===== src/rtl/down_timer.sv =====
// Programmable down-counter with one-shot / auto-reload modes, pause and abort.
// count, tick, busy and done are all registered.
module down_timer #(
   parameter int unsigned WIDTH = 8
) (
   input  logic             clk,
   input  logic             reset,
   input  logic             load,
   input  logic [WIDTH-1:0] load_val,
   input  logic             start,
   input  logic             pause,
   input  logic             periodic,
   input  logic             abort,
   output logic [WIDTH-1:0] count,
   output logic             busy,
   output logic             tick,
   output logic             done
);

   typedef enum logic [1:0] {
      S_IDLE = 2'd0,
      S_RUN  = 2'd1,
      S_HOLD = 2'd2,
      S_DONE = 2'd3
   } state_t;

   state_t           state;
   state_t           state_nxt;
   logic [WIDTH-1:0] reload;
   logic [WIDTH-1:0] reload_nxt;
   logic [WIDTH-1:0] count_nxt;
   logic             mode;
   logic             mode_nxt;
   logic             tick_nxt;
   logic             busy_nxt;
   logic             done_nxt;

   // State register and registered outputs
   always_ff @(posedge clk) begin
      if (reset) begin
         state  <= S_IDLE;
         reload <= '0;
         mode   <= 1'b0;
         count  <= '0;
         tick   <= 1'b0;
         busy   <= 1'b0;
         done   <= 1'b0;
      end else begin
         state  <= state_nxt;
         reload <= reload_nxt;
         mode   <= mode_nxt;
         count  <= count_nxt;
         tick   <= tick_nxt;
         busy   <= busy_nxt;
         done   <= done_nxt;
      end
   end

   // Next-state logic; abort outranks start, pause and expiry
   always_comb begin
      state_nxt = state;
      unique case (state)
         S_IDLE: begin
            if (abort)      state_nxt = S_IDLE;
            else if (start) state_nxt = S_RUN;
         end
         S_RUN: begin
            if (abort)               state_nxt = S_IDLE;
            else if (count == '0)    state_nxt = mode ? S_RUN : S_DONE;
            else if (pause)          state_nxt = S_HOLD;
         end
         S_HOLD: begin
            if (abort)       state_nxt = S_IDLE;
            else if (!pause) state_nxt = S_RUN;
         end
         S_DONE: begin
            if (abort)      state_nxt = S_IDLE;
            else if (start) state_nxt = S_RUN;
         end
         default: state_nxt = S_IDLE;
      endcase
   end

   // Datapath and output next values
   always_comb begin
      reload_nxt = load ? load_val : reload;
      mode_nxt   = mode;
      count_nxt  = count;

      if ((state == S_IDLE || state == S_DONE) && start && !abort)
         mode_nxt = periodic;

      unique case (state)
         S_IDLE: count_nxt = reload_nxt;
         S_RUN: begin
            if (abort)            count_nxt = reload_nxt;
            else if (count == '0) count_nxt = mode ? reload : '0;
            else if (!pause)      count_nxt = count - WIDTH'(1);
         end
         // Leaving HOLD decrements at once, so the tick slips by exactly the paused cycles
         S_HOLD: begin
            if (abort)       count_nxt = reload_nxt;
            else if (!pause) count_nxt = count - WIDTH'(1);
         end
         S_DONE: begin
            if (abort || start) count_nxt = reload_nxt;
            else                count_nxt = '0;
         end
         default: count_nxt = '0;
      endcase

      tick_nxt = (state_nxt == S_RUN) && (count_nxt == '0);
      busy_nxt = (state_nxt == S_RUN) || (state_nxt == S_HOLD);
      done_nxt = (state_nxt == S_DONE);
   end

endmodule

===== config.mk =====
export PLATFORM = sky130hd
export DESIGN_NAME = down_timer
export DESIGN_NICKNAME = d
export VERILOG_FILES = /design/src/rtl/down_timer.sv
export SDC_FILE = /design/constraint.sdc
export NUM_CORES = 1
export LEC_CHECK = 0
export CORE_ASPECT_RATIO = 0.5
export CORE_MARGIN = 8
export CORE_UTILIZATION = 40
export DETAILED_ROUTE_END_ITERATION = 8
export PLACE_DENSITY = 0.69
export SLEW_MARGIN = 0
export SYNTH_ARGS = -nofsm -noshare
export SYNTH_HDL_FRONTEND = slang
export SYNTH_SLANG_ARGS = --single-unit
export TNS_END_PERCENT = 5

===== constraint.sdc =====
create_clock -name clk -period 3.5 [get_ports clk]
set_clock_uncertainty 0.05 [all_clocks]
set_input_delay 0.525 -clock clk [delete_from_list [all_inputs] [get_ports clk]]
set_output_delay 0.525 -clock clk [all_outputs]
set_load 0.1 [all_outputs]

Word level (Yosys, flattened, before mapping)
Index checks and enable logic that the tools add are counted.
- output and inout port bits: 11
- logic and storage cells: 42
- bits of input ports: 15
- register bits: 22
- add/sub/neg operators: 1
- eq/ne operators: 6
- reductions and logical operators: 11
- multiplexer cells: 17
- operators by type and width (kind ; count):
    $mux 8 ; 7
    $pmux 8 s4 ; 1
    $logic_not 8->1 ; 2
    $mux 2 ; 8
    $eq 2x2->1 const B ; 4
    $sub 8x1->8 const B ; 1
    $pmux 2 s3 ; 1
    $eq 2x1->1 const B ; 2
    $logic_and 1x1->1 ; 3
    $logic_or 1x1->1 ; 3
    $logic_not 2->1 ; 1
    $reduce_or 2->1 ; 1
    $logic_not 1->1 ; 1

Logic depth before layout (Yosys ltp)
- depth after elaboration: 7
- gate-level depth with buffers: 11
- depth with buffers taken out: 11

Worst setup path after synthesis
No wires, ideal clock.
- path type: register to register
- start point: register count[0]
- end point: register tick
- data arrival time: 2.811 ns
- cell stages (with the launch flop): 12
- period minus slack after synthesis: 2.949 ns
- setup time: 0.088 ns
- data required time: 3.362 ns
- path buffers: 0
- path slack: 0.551 ns
- cells stage by stage: dfxtp_1 > inv_1 > ha_1 > or3b_2 > nor2_1 > nor2_1 > a311oi_1 > ha_1 > inv_1 > a311oi_1 > o211ai_1 > nor4_2
- elaborated cells between the ends (all ways): 13
- classes of those cells: add/sub: 1; eq/ne: 1; mux: 8; reduce/logical: 3
- RTL lines (element ; line ; source):
    from (decl) ; 14 ; output logic [WIDTH-1:0] count,
    from (signal assigned) ; 52 ; count <= count_nxt;
    $logic_not 8->1 ; 69 ; else if (count == '0) state_nxt = mode ? S_RUN : S_DONE;
    $mux 2 ; 69 ;
    $mux 2 ; 68 ; if (abort) state_nxt = S_IDLE;
    $pmux 2 s3 ; 62 ; unique case (state)
    named net state_nxt[0] ; 28 ; state_t state_nxt;
    $eq 2x1->1 ; 112 ; tick_nxt = (state_nxt == S_RUN) && (count_nxt == '0);
    $logic_and 1x1->1 ; 112 ;
    to (signal assigned) ; 53 ; tick <= tick_nxt;
    to (decl) ; 16 ; output logic tick,
The timed path passes the listed nets, and every way through them passes these cells.
A chain may end at the register's enable or synchronous reset.

Worst setup path after layout
Ends and elaborated chain as after synthesis.

==> results.py <==
metrics = {
    "run_status": {
        "status": "finished, final reports clean",
    },
    "clock_tree": {
        "cts_tree": "done",
        "clk_latency_ps": 260,
        "cts_inserted_buffers": 3,
        "cts_buffer_depth": 2,
        "post_cts_buffers": 0,
        "h-tree-depth": 1,
        "root_buffer": "clkbuf_8",
        "cts_hold_buf": 0,
        "cts_sinks": 22,
        "path_clk_slew_ps": 80,
        "cts_resized": 0,
    },
    "pwr": {
        "ir_drop_mv": 0.153,
        "seqPwrFrac_pct": 38.3,
        "leakage_nw": 0.669,
        "sw_frac_of_total_pct": 32.2,
        "clkPwrFrac_pct": 32.4,
        "power_frac_comb_pct": 29.4,
        "p_int_mw": 0.496,
        "p_per_area_nw_per_um2": 434,
        "p_sw_mw": 0.235,
    },
    "route": {
        "post_drt_wl_per_cell_um": 15.5,
        "first_pass_iters": 4,
        "drt_iter0_markers": 80,
        "remaining_drc_errors": 0,
        "antenna_left": 0,
        "avgViaCountPerCell": 5.49,
        "drt_wl_total_um": 3310,
        "vias": 1170,
    },
    "job": {
        "cap_violations": 0,
    },
    "min_path": {
        "hp-class": "flop to flop",
    },
    "synth": {
        "synth-simple-area-share_pct": 24.5,
        "synthArstFlopShare_pct": 0,
        "synth_top_area_cell": "dfxtp_1",
        "yosys.area_share.xor_xnor_pct": 3.28,
        "synth_edf_count": 0,
        "synthAdderAreaFrac_pct": 7.50,
        "synth_top_family_by_area": "simple AND/OR/NAND/NOR gates",
        "syn_area_um2": 1330,
        "synth_top_area_share_pct": 33.0,
        "avgSynthCellArea_um2": 8.95,
        "syn_inst": 149,
        "synth_area_leaders": "dfxtp_1 (33%), ha_1 (7.5%), mux2i_1 (5.3%)",
        "ys_warn_count": 0,
        "synth_compound_gate_area_share_pct": 20.3,
        "ys_seq_elements": 22,
        "muxShareOfSynthArea_pct": 6.10,
        "synthMostInstantiatedCell": "dfxtp_1",
        "yosys.cell_types.count": 44,
        "syn-num-nets": 172,
        "synth_common_cells": "dfxtp_1 (22), nor2_1 (15), a21oi_1 (11), inv_1 (10), ha_1 (8)",
        "synth_flop_cell": "dfxtp_1",
        "yosysSeqAreaShare_pct": 33.0,
    },
    "setup_path": {
        "worstPathArrival_ps": 2860,
        "cp_num_buf_inv": 2,
        "crit_chain": "inv_1 -> ha_1 -> or3b_2 -> nor2_1 -> nor2_1 -> a311oi_1 -> ha_1 -> inv_1 -> a311oi_1 -> o211ai_1 -> nor4_2",
        "crit_start": "count[0]$_SDFF_PP0_",
        "crit_cells": 11,
        "end_kind": "flop",
        "required_ps": 3630,
        "reg2regPathDepth": 11,
        "max_stage_delay_ps": 490,
        "endpoint": "tick$_SDFF_PP0_",
        "r2r-start": "count[0]$_SDFF_PP0_",
        "slowest_stage": "or3b_2",
        "cp_top_family": "simple AND/OR/NAND/NOR gates",
        "critPathLaunchType": "flop",
        "rr_endpoint": "tick$_SDFF_PP0_",
        "crit_fanout": 4,
        "r2r_slack_ps": 770,
        "crit_type": "flop to flop",
    },
    "sta": {
        "final_hold_viol_count": 0,
        "finalSetupTns_ps": 0,
        "whs_ps": 471,
        "fmax_mhz": 366,
        "period_share_pct": 78.0,
        "setup_viol": 0,
        "slew_violations": 0,
        "min_period_ps": 2730,
        "slew_headroom_pct": 34.8,
        "rsz0062_at_grt": "no",
        "worstMarginPinSlew_ps": 975,
    },
    "final_layout": {
        "area_growth_pct": 26.5,
        "drive_above_1_share_pct": 11.0,
        "antenna_cells": 0,
        "fill_cells": 297,
        "fin_nets": 197,
    },
    "grt": {
        "grt_pass1_wl_um": 5580,
        "grtUsageTotal_pct": 12.2,
        "use_met3_pct": 3.05,
        "use_met2_pct": 18.8,
        "overflow": 0,
        "use_met1_pct": 16.0,
        "grt_busiest_layer": "met2",
        "grt_pass1_vias": 1173,
        "grt_max_degree": 23,
        "antenna_found_initial": 0,
    },
    "place": {
        "hpwl_um": 2560,
        "io_buffers": 25,
        "place.gp.congestion": 0.854,
    },
    "floorplan": {
        "initial_core_util_pct": 43.3,
        "die_x_um": 97.7,
        "rows": 14,
        "dieArea_um2": 5550,
        "coreArea_um2": 3080,
        "io_pins": 26,
        "fp.dieH_um": 56.8,
    },
}
-- metal layers --
metal  routed length (um)  vias to the layer above
li1                     -                      592
met1                 1730                      554
met2                 1380                       20
met3                  159                        4
met4                   37                        0
met5                    0                        -
-- cells in the final DEF, fill, tap and decap left out, drive strengths merged, types with 2 or more instances in the layout --
cell / netlist / final
o21ai: 6 / 6
nor4: 6 / 6
nor2: 15 / 15
a311oi: 3 / 3
a21oi: 11 / 11
nor3: 5 / 5
dfxtp: 22 / 22
a32oi: 3 / 3
inv: 10 / 10
nor4b: 2 / 2
nor2b: 5 / 5
buf: 3 / 2
or4b: 2 / 2
mux2i: 7 / 7
a21o: 2 / 2
nand2: 7 / 7
or4: 2 / 2
or3b: 2 / 2
nand2b: 2 / 2
nand3: 2 / 2
ha: 8 / 8
clkbuf: 4 / 3
o21a: 2 / 2
xor2: 4 / 4
clkdlybuf4s50: 0 / 25
-- power by group through the flow --
| stage | clock network, mW | registers, mW | logic [mW] |
|---|---|---|---|
| after CTS | 0.245 | 0.280 | 0.214 |
| after floorplan | 0 | 0.339 | 0.106 |
| final | 0.237 | 0.280 | 0.215 |
| after global routing | 0.256 | 0.282 | 0.232 |
| after global placement | 0 | 0.285 | 0.212 |
| after detailed placement | 0 | 0.286 | 0.213 |
-- area by class of cell --
type	count	area (um2)	area share, %
timing repair buffer	27	265	15.7
multi-input combinational	110	822	48.7
tap	40	50.0	2.97
clock inverter	1	30.0	1.78
inverter	10	37.5	2.23
sequential	22	440	26.1
clock buffer	3	41.3	2.45
-- sequential cells by signal, indices dropped and copies added, names as in the netlist --
| name | cells |
|---|---|
| done | 1 |
| state | 2 |
| count | 8 |
| reload | 8 |
| tick | 1 |
| busy | 1 |
| mode | 1 |
-- cell families after synthesis --
kind of cell	Yosys count
and+or+nand+nor	52
AOI/OAI and AO/OA	37
DFF	22
buffers and inverters	17
muxes	8
adders and majority gates	8
xor gates and xnor gates	5
-- metrics by stage --
step	area [um2]	util (%)	power [mW]	cells	setup slack, ps
CTS	1690	54.7	0.739	213	763
global placement	1620	52.4	0.497	209	764
global route	1690	54.7	0.770	213	520
finish	1690	54.7	0.732	213	769
detailed placement	1620	52.4	0.499	209	654
floorplan	1330	-	0.444	149	551
-- worst reg2reg max path, stage by stage (launching register included) --
cell and delay (ps):
dfxtp_1 360, inv_1 100, ha_1 150, or3b_2 490, nor2_1 190, nor2_1 70, a311oi_1 380, ha_1 220
inv_1 40, a311oi_1 200, o211ai_1 140, nor4_2 260
-- how the worst min path moves through the flow --
stage                     depth (start not counted)                    to  slack [ps]                  from
final                                             2     mode$_SDFFE_PP0P_         470     mode$_SDFFE_PP0P_
after global routing                              2  reload[4]$_SDFF_PP0_         500  reload[4]$_SDFF_PP0_
after CTS                                         2     mode$_SDFFE_PP0P_         470     mode$_SDFFE_PP0P_
after detailed placement                          2     mode$_SDFFE_PP0P_         460     mode$_SDFFE_PP0P_
after global placement                            2     mode$_SDFFE_PP0P_         450     mode$_SDFFE_PP0P_
after floorplan                                   2     mode$_SDFFE_PP0P_         420     mode$_SDFFE_PP0P_
No activity file was read; power rests on OpenSTA's default activity.
